### src/rtl/instruction_loader.sv
// Boot-time program loader: takes a length-prefixed little-endian byte stream, packs it
// into instructions and writes them to consecutive addresses while holding the CPU in reset.
module instruction_loader #(
  parameter int unsigned       XLEN               = 64,
  parameter int unsigned       INSTRUCTION_LENGTH = XLEN / 2,
  parameter logic [XLEN-1:0]   BASE_ADDR          = '0,
  parameter int unsigned       MAX_WORDS          = 1024
) (
  input  logic                          clk,
  input  logic                          rst,
  input  logic                          start,
  input  logic                          in_valid,
  input  logic [7:0]                    in_data,
  output logic                          in_ready,
  output logic                          dbg_wr_en,
  output logic [XLEN-1:0]               dbg_addr,
  output logic [INSTRUCTION_LENGTH-1:0] dbg_instr,
  output logic                          cpu_rst_hold,
  output logic                          done,
  output logic                          error,
  output logic [31:0]                   words_written
);

  localparam int unsigned     BPW   = INSTRUCTION_LENGTH / 8;
  localparam int unsigned     CNT_W = (BPW > 4) ? $clog2(BPW) : 2;
  localparam logic [XLEN-1:0] BPW_X = XLEN'(BPW);

  typedef enum logic [2:0] {
    S_IDLE, S_LEN, S_DATA, S_WRITE, S_DONE, S_ERR
  } state_t;

  // Handshake: a byte moves on a rising clk edge where in_valid & in_ready are both high;
  // in_ready depends on state only, so the source may hold in_valid/in_data for any time.
  state_t                        state_q, state_d;
  logic [CNT_W-1:0]              byte_cnt_q, byte_cnt_d;
  logic [31:0]                   count_q, count_d;
  logic [INSTRUCTION_LENGTH-1:0] word_q, word_d;
  logic [31:0]                   words_written_q, words_written_d;
  logic                          dbg_wr_en_q, dbg_wr_en_d;
  logic [XLEN-1:0]               dbg_addr_q, dbg_addr_d;
  logic [INSTRUCTION_LENGTH-1:0] dbg_instr_q, dbg_instr_d;
  logic                          xfer;

  assign in_ready = (state_q == S_LEN) || (state_q == S_DATA);
  assign xfer     = in_valid & in_ready;

  always_comb begin
    state_d         = state_q;
    byte_cnt_d      = byte_cnt_q;
    count_d         = count_q;
    word_d          = word_q;
    words_written_d = words_written_q;
    dbg_wr_en_d     = 1'b0;
    dbg_addr_d      = dbg_addr_q;
    dbg_instr_d     = dbg_instr_q;

    case (state_q)
      S_IDLE, S_DONE, S_ERR: begin
        if (start) begin
          state_d         = S_LEN;
          byte_cnt_d      = '0;
          count_d         = '0;
          words_written_d = '0;
        end
      end
      S_LEN: begin
        if (xfer) begin
          count_d    = {in_data, count_q[31:8]};
          byte_cnt_d = byte_cnt_q + CNT_W'(1);
          if (byte_cnt_q == CNT_W'(3)) begin
            byte_cnt_d = '0;
            if (count_d == 32'd0)                  state_d = S_DONE;
            else if (count_d > 32'(MAX_WORDS))     state_d = S_ERR;
            else                                   state_d = S_DATA;
          end
        end
      end
      S_DATA: begin
        if (xfer) begin
          for (int k = 0; k < BPW; k++) begin
            if (byte_cnt_q == CNT_W'(k)) word_d[8*k +: 8] = in_data;
          end
          byte_cnt_d = byte_cnt_q + CNT_W'(1);
          // The strobe is registered so it appears in the WRITE cycle itself.
          if (byte_cnt_q == CNT_W'(BPW - 1)) begin
            byte_cnt_d  = '0;
            state_d     = S_WRITE;
            dbg_wr_en_d = 1'b1;
            dbg_addr_d  = BASE_ADDR + XLEN'(words_written_q) * BPW_X;
            dbg_instr_d = word_d;
          end
        end
      end
      S_WRITE: begin
        words_written_d = words_written_q + 32'd1;
        state_d         = (words_written_d == count_q) ? S_DONE : S_DATA;
      end
      default: state_d = S_IDLE;
    endcase
  end

  always_ff @(posedge clk) begin
    if (rst) begin
      state_q         <= S_IDLE;
      byte_cnt_q      <= '0;
      count_q         <= '0;
      word_q          <= '0;
      words_written_q <= '0;
      dbg_wr_en_q     <= 1'b0;
      dbg_addr_q      <= '0;
      dbg_instr_q     <= '0;
    end else begin
      state_q         <= state_d;
      byte_cnt_q      <= byte_cnt_d;
      count_q         <= count_d;
      word_q          <= word_d;
      words_written_q <= words_written_d;
      dbg_wr_en_q     <= dbg_wr_en_d;
      dbg_addr_q      <= dbg_addr_d;
      dbg_instr_q     <= dbg_instr_d;
    end
  end

  assign dbg_wr_en     = dbg_wr_en_q;
  assign dbg_addr      = dbg_addr_q;
  assign dbg_instr     = dbg_instr_q;
  assign words_written = words_written_q;
  assign done          = (state_q == S_DONE);
  assign error         = (state_q == S_ERR);
  assign cpu_rst_hold  = (state_q != S_DONE);

endmodule

### config.mk
export PLATFORM = sky130hd
export DESIGN_NAME = instruction_loader
export DESIGN_NICKNAME = d
export VERILOG_FILES = /design/src/rtl/instruction_loader.sv
export SDC_FILE = /design/constraint.sdc
export NUM_CORES = 1
export LEC_CHECK = 0
export ABC_AREA = 1
export CAP_MARGIN = 20
export CORE_ASPECT_RATIO = 0.8
export CORE_MARGIN = 5
export CORE_UTILIZATION = 54
export CTS_CLUSTER_DIAMETER = 30
export DETAILED_ROUTE_END_ITERATION = 8
export PLACE_DENSITY = 0.88
export RECOVER_POWER = 100
export SLEW_MARGIN = 10
export SYNTH_ARGS = -nofsm -noshare
export SYNTH_HDL_FRONTEND = slang
export SYNTH_SLANG_ARGS = --single-unit
### constraint.sdc
create_clock -name clk -period 4.6 [get_ports clk]
set_input_delay 1.38 -clock clk [delete_from_list [all_inputs] [get_ports clk]]
set_output_delay 1.38 -clock clk [all_outputs]
set_load 0.02 [all_outputs]
==> results of run 1 <==
## critical path, delay by kind of cell, from the launching register on
kind | cells | cell delay, ns
flip-flops | 1 | 0.39
AO/OA/AOI/OAI | 1 | 0.64
AND/OR/NAND/NOR | 1 | 0.16
buffers and inverters | 3 | 0.95
## stage by stage
step	power [W]	std cells	utilization [%]	hold slack [ns]
after global routing	0.00352	1435	67.1	0.469
after global placement	0.00189	1402	62.9	0.435
after CTS	0.00339	1434	67.2	0.450
after detailed placement	0.00190	1402	62.9	0.438
final	0.00339	1435	67.1	0.446
after floorplan	0.00181	1183	-	0.424
## cells by family (layout without fill, tap and decap cells)
group                    count (synthesis)  in the layout
AND/OR/NAND/NOR                        516            516
AO/OA/AOI/OAI                          264            264
buffers and inverters                  197            265
flip-flops                             158            158
XOR/XNOR                                11             11
adder cells (fa/ha/maj)                  5              5
other                                    1             32
## where the power goes
part	switching (W)	internal, W
combinational	0.000308	0.000126
clock	0.000632	0.000874
sequential	0.0000412	0.00141
## metal layers
metal | GRT usage (%) | vias up | part of all wire, %
li1 | - | 3917 | -
met1 | 37.7 | 3666 | 47
met5 | 0 | - | 0
met3 | 6.08 | 44 | 7.2
met4 | 9.56 | 0 | 2.2
met2 | 39.2 | 311 | 44
## flip-flops by register name (all words and copies together), names as in the netlist
signal	flops
byte_cnt_q	2
count_q	32
dbg_addr	32
dbg_instr	32
dbg_wr_en	1
state_q	3
word_q	24
words_written	32
## how the worst max path moves through the flow
stage                          start            end  depth (start not counted)
after global routing        in_valid   dbg_addr[33]                          9
final                     state_q[0]       in_ready                          5
after CTS                 state_q[0]       in_ready                          5
after global placement      in_valid   dbg_instr[0]                         10
after floorplan             in_valid  dbg_instr[28]                          9
after detailed placement    in_valid   dbg_instr[2]                         10
## cell usage after synthesis (all sizes together)
cell type / count
nand3b: 2
ha: 5
xor2: 9
nor4: 1
nor2: 121
o21ai: 100
and2: 1
xnor2: 1
a31oi: 2
clkinv: 2
nand4: 13
xnor3: 1
nand2: 273
conb: 1
nor3: 3
inv: 111
nand3: 101
a211oi: 48
o211ai: 1
dfxtp: 158
a21oi: 113
clkbuf: 44
or2: 1
buf: 40
## cell type report
| cell class | instances | area, µm² | area share, % |
|---|---|---|---|
| Timing Repair Buffer | 120 | 1170 | 12.1 |
| Inverter | 113 | 424 | 4.40 |
| Clock inverter | 15 | 198 | 2.05 |
| Sequential cell | 158 | 3160 | 32.8 |
| Clock buffer | 17 | 425 | 4.42 |
| Multi-Input combinational cell | 828 | 4030 | 41.8 |
| Tap cell | 184 | 230 | 2.39 |
==> qor.log, run 1 <==
qor: placed_design.gpl.final_weighted_congestion 0.972
qor: global_routing.number_of_antenna_violations_at_the_first_check_in_global_routing 0
qor: synth.yosysUniqueCellTypes 35
qor: hold_path.min_delay_worst_endpoint dbg_instr[29]
qor: route.wl_per_cell 16.3 µm
qor: clock_tree.cts.root.buffer_cell clkbuf_16
qor: setup_path.worstReg2RegStart state_q[1]
qor: setup_path.cp_data_arrival_time 2.58 ns
qor: setup_path.crit_path_cell_trace inv_1 -> nor2_1 -> inv_1 -> o21ai_0 -> clkdlybuf4s50_1
qor: global_routing.grt_start_max_net_pins 66
qor: clock_tree.cts_tree yes
qor: hold_path.hp-start dbg_instr[29]
qor: timing.max_slew_margin -14.3%
qor: clock_tree.cts_num_sinks 158
qor: outcome.violations_in_the_final_reports max-capacitance violations, max-slew violations
qor: synth.combinational_family_with_the_most_area_after_synthesis simple AND/OR/NAND/NOR gates
qor: power.pwr_density_cell 352 nW/µm²
qor: route.detailedRoute.firstPassIterationCount 6
qor: synth.synth_simple_gate_area_share 28.7%
qor: route.postRouteAntennaNets 0
qor: global_routing.grt_usage 26.4%
qor: finish.finalInstanceArea 9630 µm²
qor: setup_path.critical_path_class flop to output pin
qor: placed_design.dp.final_hpwl 16.4 mm
qor: setup_path.crit_path_top_delay_cell clkdlybuf4s50_1
qor: setup_path.worst_case_reg_to_reg_path_depth 10
qor: flow_run.timing.max_cap.violations 1
qor: timing.clock-skew-final 0.00825 ns
qor: finish.layout.cells.most_common_list nand2_1, dfxtp_1, a21oi_1, inv_1, nor2_1
qor: synth.syn-cell-area 7930 µm²
qor: die.core_ar 14,300 µm²
qor: synth.synth_cells 1,152
qor: synth.yosys_warning_total 0
qor: hold_path.hold_path_class flop to flop
qor: die.io-pin-count 145
qor: synth.synth.top_cell.area_share 39.9%
qor: outcome.outcome finished, violations left
qor: timing.totalNegativeSetupSlack 0 ns
qor: finish.final_net_count 1,255
qor: timing.worst_slew_pin_slew 1.71 ns
qor: global_routing.first_pass_grt_wire_length 37.8 mm
qor: synth.synthAdderAreaFrac 0.789%
qor: synth.synth-xor-area-share 1.39%
qor: setup_path.r2r_setup_slack 1.59 ns
qor: clock_tree.h_tree_depth 4
qor: global_routing.grt_pass1_vias 7,426
qor: setup_path.timing.critical_path.mode_cell inv_1
qor: clock_tree.post_cts_hold_fix_bufs 0
qor: synth.post-synth-top-area-cell dfxtp_1
qor: timing.rsz0062_at_grt false
qor: die.floorplan.die_area 17,200 µm²
qor: route.routed_wl 23.3 mm
qor: setup_path.r2r_end dbg_addr[12]
qor: finish.antennaDiodeCount 0
qor: route.via_per_inst 5.53
qor: finish.n_fill_cell 1,230
qor: clock_tree.cts-resized-gates 0
qor: timing.final.min_clock_period 3.96 ns
qor: setup_path.timing.critical_path.from_type flop
qor: placed_design.post_dp_cell_area 9020 µm²
qor: finish.layout.cells.most_common nand2_1
qor: power.vdd_ir_drop_max 297 µV
qor: route.drt-initial-drc-count 725
qor: clock_tree.cts_buffers 17
qor: finish.drive_above_1_share 6.16%
qor: timing.pins_over_their_slew_limit 62
qor: die.initial_utilization 55.3%
qor: synth.postSynthRegisterBits 158
qor: timing.timing.final.setup_violations 0
qor: finish.areaGrowthSynthToFinish 21.5%
qor: timing.setup_ws 0.639 ns
qor: global_routing.grt_remaining_overflow 0
qor: synth.netlist_top_cells_area dfxtp_1, nand2_1, a21oi_1
qor: setup_path.critPathMaxFanout 6
qor: clock_tree.cts.reportedPaths.clkPinSlew 0.07 ns
qor: setup_path.cp_slowest_stage_delay 0.75 ns
qor: clock_tree.cts.repair_timing.setup_buffer_count 0
qor: placed_design.buffer_ports.inserted 112
qor: clock_tree.clock_path_buffers 2
qor: die.die_height 118 µm
qor: synth.synthesis.area_per_instance 6.88 µm²
qor: setup_path.cp_data_required_time 3.22 ns
qor: die.chipWidth 145 µm
qor: timing.fmax 0.252 GHz
qor: hold_path.timing.hold.worst_path_depth 2
qor: placed_design.post-place-ws 0.905 ns
qor: synth.synth_compound_gate_area_share 18.2%
qor: timing.finalCritPeriodShare 86.1%
qor: synth.synth_mux_area_share 0%
qor: timing.hold_viol_final 0
qor: power.leakagePower 4.12 nW
qor: die.fp-row-count 39
qor: route.route.detailed.drc 0
qor: synth.synth-seq-area-share 39.9%
qor: clock_tree.clk-insertion-delay-late 0.44 ns
qor: setup_path.worstSetupEndpointType output pin
qor: route.vias 7,938
No activity file was read; power rests on OpenSTA's default activity.
==> inputs of run 2 (changes only) <==
--- a/config.mk
+++ b/config.mk
@@ -12,7 +12,7 @@
 export CORE_UTILIZATION = 54
 export CTS_CLUSTER_DIAMETER = 30
 export DETAILED_ROUTE_END_ITERATION = 8
-export PLACE_DENSITY = 0.88
+export PLACE_DENSITY = 0.82
 export RECOVER_POWER = 100
 export SLEW_MARGIN = 10
 export SYNTH_ARGS = -nofsm -noshare
==> qor.log, run 2 (synthesized netlist as in run 1, its figures left out) <==
qor: clock_tree.clk-insertion-delay-late 0.44 ns [about the same]
qor: clock_tree.cts_tree yes [unchanged]
qor: timing.clock-skew-final 0.00648 ns [was 0.00825 ns]
qor: power.power.internal 0.00227 W [was 0.00241 W]
qor: flow_run.timing.max_cap.violations 2 [was 1]
qor: placed_design.buffer_ports.inserted 112 [unchanged]
qor: timing.hold_viol_final 0 [unchanged]
qor: timing.holdWs 0.442 ns [was 0.446 ns]
qor: global_routing.number_of_antenna_violations_at_the_first_check_in_global_routing 0 [unchanged]
qor: hold_path.hp-start dbg_instr[31] [was dbg_instr[29]]
qor: die.die_height 118 µm [unchanged]
qor: global_routing.grt_usage 26.4% [about the same]
qor: die.core_ar 14,300 µm² [unchanged]
qor: finish.areaGrowthSynthToFinish 21.1% [was 21.5%]
qor: route.vias 7,977 [was 7,938]
qor: timing.rsz0062_at_grt false [unchanged]
qor: clock_tree.post_cts_hold_fix_bufs 0 [unchanged]
qor: setup_path.critical_path_class flop to output pin [unchanged]
qor: finish.layout.cells.most_common nand2_1 [unchanged]
qor: timing.finalCritPeriodShare 86.8% [was 86.1%]
qor: global_routing.grt_util_met1 37.9% [was 37.7%]
qor: clock_tree.h_tree_depth 4 [unchanged]
qor: finish.final_net_count 1,255 [unchanged]
qor: die.chipWidth 145 µm [unchanged]
qor: placed_design.gpl.final_weighted_congestion 1.01 [was 0.972]
qor: setup_path.cp_data_required_time 3.22 ns [about the same]
qor: route.routed_wl 23.1 mm [was 23.3 mm]
qor: finish.n_fill_cell 1,284 [was 1,230]
qor: timing.timing.final.setup_violations 0 [unchanged]
qor: power.pwr_density_cell 343 nW/µm² [was 352 nW/µm²]
qor: setup_path.critPathMaxFanout 6 [unchanged]
qor: global_routing.first_pass_grt_wire_length 37.5 mm [was 37.8 mm]
qor: route.wl_per_cell 16.1 µm [was 16.3 µm]
qor: power.vdd_ir_drop_max 284 µV [was 297 µV]
qor: global_routing.global_route.usage.met2 38.7% [was 39.2%]
qor: hold_path.hold_path_class flop to flop [unchanged]
qor: power.power.switching_fraction 31.1% [was 28.9%]
qor: die.floorplan.die_area 17,200 µm² [unchanged]
qor: placed_design.post_dp_cell_area 9020 µm² [unchanged]
qor: timing.pins_over_their_slew_limit 137 [was 62]
qor: global_routing.grtUsageMet3 5.70% [was 6.08%]
qor: timing.final.min_clock_period 3.99 ns [was 3.96 ns]
qor: global_routing.grt_pass1_vias 7,226 [was 7,426]
qor: route.route.detailed.drc 0 [unchanged]
qor: clock_tree.cts-resized-gates 0 [unchanged]
qor: setup_path.worst_case_reg_to_reg_path_depth 11 [was 10]
qor: power.p_switching 0.00102 W [was 0.000981 W]
qor: setup_path.timing.critical_path.from state_q[0] [unchanged]
qor: die.io-pin-count 145 [unchanged]
qor: power.leakagePower 4.10 nW [was 4.12 nW]
qor: global_routing.grt-busiest-layer met2 [unchanged]
qor: clock_tree.clock_path_buffers 2 [unchanged]
qor: setup_path.r2r_setup_slack 1.55 ns [was 1.59 ns]
qor: clock_tree.cts.root.buffer_cell clkbuf_16 [unchanged]
qor: clock_tree.cts_buffers 17 [unchanged]
qor: route.postRouteAntennaNets 0 [unchanged]
qor: hold_path.timing.hold.worst_path_depth 2 [unchanged]
qor: route.drt-initial-drc-count 845 [was 725]
qor: clock_tree.cts.repair_timing.setup_buffer_count 0 [unchanged]
qor: die.initial_utilization 55.3% [unchanged]
qor: setup_path.cp_slowest_stage_delay 0.77 ns [was 0.75 ns]
qor: die.fp-row-count 39 [unchanged]
qor: finish.layout.cells.most_common_list nand2_1, dfxtp_1, a21oi_1, inv_1, nor2_1 [unchanged]
qor: timing.fmax 0.250 GHz [was 0.252 GHz]
qor: route.detailedRoute.firstPassIterationCount 7 [was 6]
qor: setup_path.crit_path_top_delay_cell clkdlybuf4s50_1 [unchanged]
qor: setup_path.timing.critical_path.mode_cell inv_1 [unchanged]
qor: timing.max_slew_margin -15.7% [was -14.3%]
qor: power.clkPwrFrac 42.6% [was 44.4%]
qor: global_routing.grt_remaining_overflow 0 [unchanged]
qor: placed_design.dp.final_hpwl 16.3 mm [was 16.4 mm]
qor: setup_path.worstSetupEndpointType output pin [unchanged]
qor: finish.layoutNonFillerInstCount 1,435 [unchanged]
qor: finish.drive_above_1_share 6.08% [was 6.16%]
qor: hold_path.min_delay_worst_endpoint dbg_instr[31] [was dbg_instr[29]]
qor: route.via_per_inst 5.56 [was 5.53]
qor: global_routing.grt_start_max_net_pins 75 [was 66]
qor: timing.setup_ws 0.607 ns [was 0.639 ns]
qor: clock_tree.cts_num_sinks 158 [unchanged]
qor: timing.worst_slew_pin_slew 1.73 ns [was 1.71 ns]
qor: outcome.outcome finished, violations left [unchanged]
qor: finish.finalInstanceArea 9600 µm² [was 9630 µm²]
qor: timing.totalNegativeSetupSlack 0 ns [unchanged]
qor: placed_design.post-place-ws 1.21 ns [was 0.905 ns]
qor: clock_tree.cts.reportedPaths.clkPinSlew 0.07 ns [about the same]
qor: power.comb_power_share 13.4% [was 12.8%]
qor: setup_path.timing.critical_path.from_type flop [unchanged]
qor: outcome.violations_in_the_final_reports max-capacitance violations, max-slew violations [unchanged]
qor: setup_path.cp_data_arrival_time 2.61 ns [was 2.58 ns]
qor: finish.antennaDiodeCount 0 [unchanged]
qor: placed_design.dp.cells 1,402 [unchanged]
qor: setup_path.r2r_end dbg_instr[25] [was dbg_addr[12]]
qor: power.p_seq_share 44.1% [was 42.8%]
qor: setup_path.crit_path_cell_trace inv_1 -> nor2_1 -> inv_1 -> o21ai_0 -> clkdlybuf4s50_1 [unchanged]
qor: setup_path.worstReg2RegStart state_q[1] [unchanged]
## run 2: cell count changes in the layout (fill, tap and decap cells not counted), moves of 2 or more
| cell | delta |
|---|---|
| buf_4 | -2 |
| dlygate4sd3_1 | -2 |
| inv_8 | +5 |
| bufinv_16 | -3 |
| inv_2 | +2 |
| clkbuf_1 | +3 |
| clkdlybuf4s50_1 | +2 |
## run 2: area by class of cell
class	instances	area [µm²]	area share [%]
multi-input combinational	828	4030	41.9
sequential	158	3160	33.0
timing repair buffer	120	1170	12.2
clock buffer	17	425	4.43
inverter	113	424	4.42
tap	184	230	2.40
clock inverter	15	155	1.62
## run 2: worst max-delay path by stage
| stage | to | slack, ns |
|---|---|---|
| after floorplan | dbg_instr[28] | 2.08 |
| after global placement | count_q[29] | 1.22 |
| after detailed placement | dbg_instr[3] | 1.21 |
| after CTS | in_ready | 0.85 |
| after global routing | dbg_instr[25] | 0.35 |
| final | in_ready | 0.61 |
## run 2: power by group through the flow
stage / registers [W] / logic [W] / clock network, W
6_report: 0.00145 / 0.000440 / 0.00140
5_1_grt: 0.00146 / 0.000490 / 0.00147
4_1_cts: 0.00145 / 0.000430 / 0.00141
3_5_place_dp: 0.00148 / 0.000426 / 0
3_3_place_gp: 0.00148 / 0.000427 / 0
2_1_floorplan: 0.00147 / 0.000339 / 0
## run 2: critical path: cells and delay by family, from the launching register on
family                 cells  cell delay, ns
and+or+nand+nor            1            0.17
AOI/OAI and AO/OA          1            0.64
buffers and inverters      3            0.98
DFF                        1            0.39
## run 2: through the flow
stage / util (%) / total power (W)
2_1_floorplan: - / 0.00181
3_3_place_gp: 62.9 / 0.00191
3_5_place_dp: 62.9 / 0.00191
4_1_cts: 66.9 / 0.00329
5_1_grt: 66.9 / 0.00342
6_report: 66.9 / 0.00329
## run 2: metal layers
metal,routed length (µm),up-vias
li1,-,3919
met1,10600,3647
met2,9990,367
met3,1960,44
met4,519,0
met5,0,-
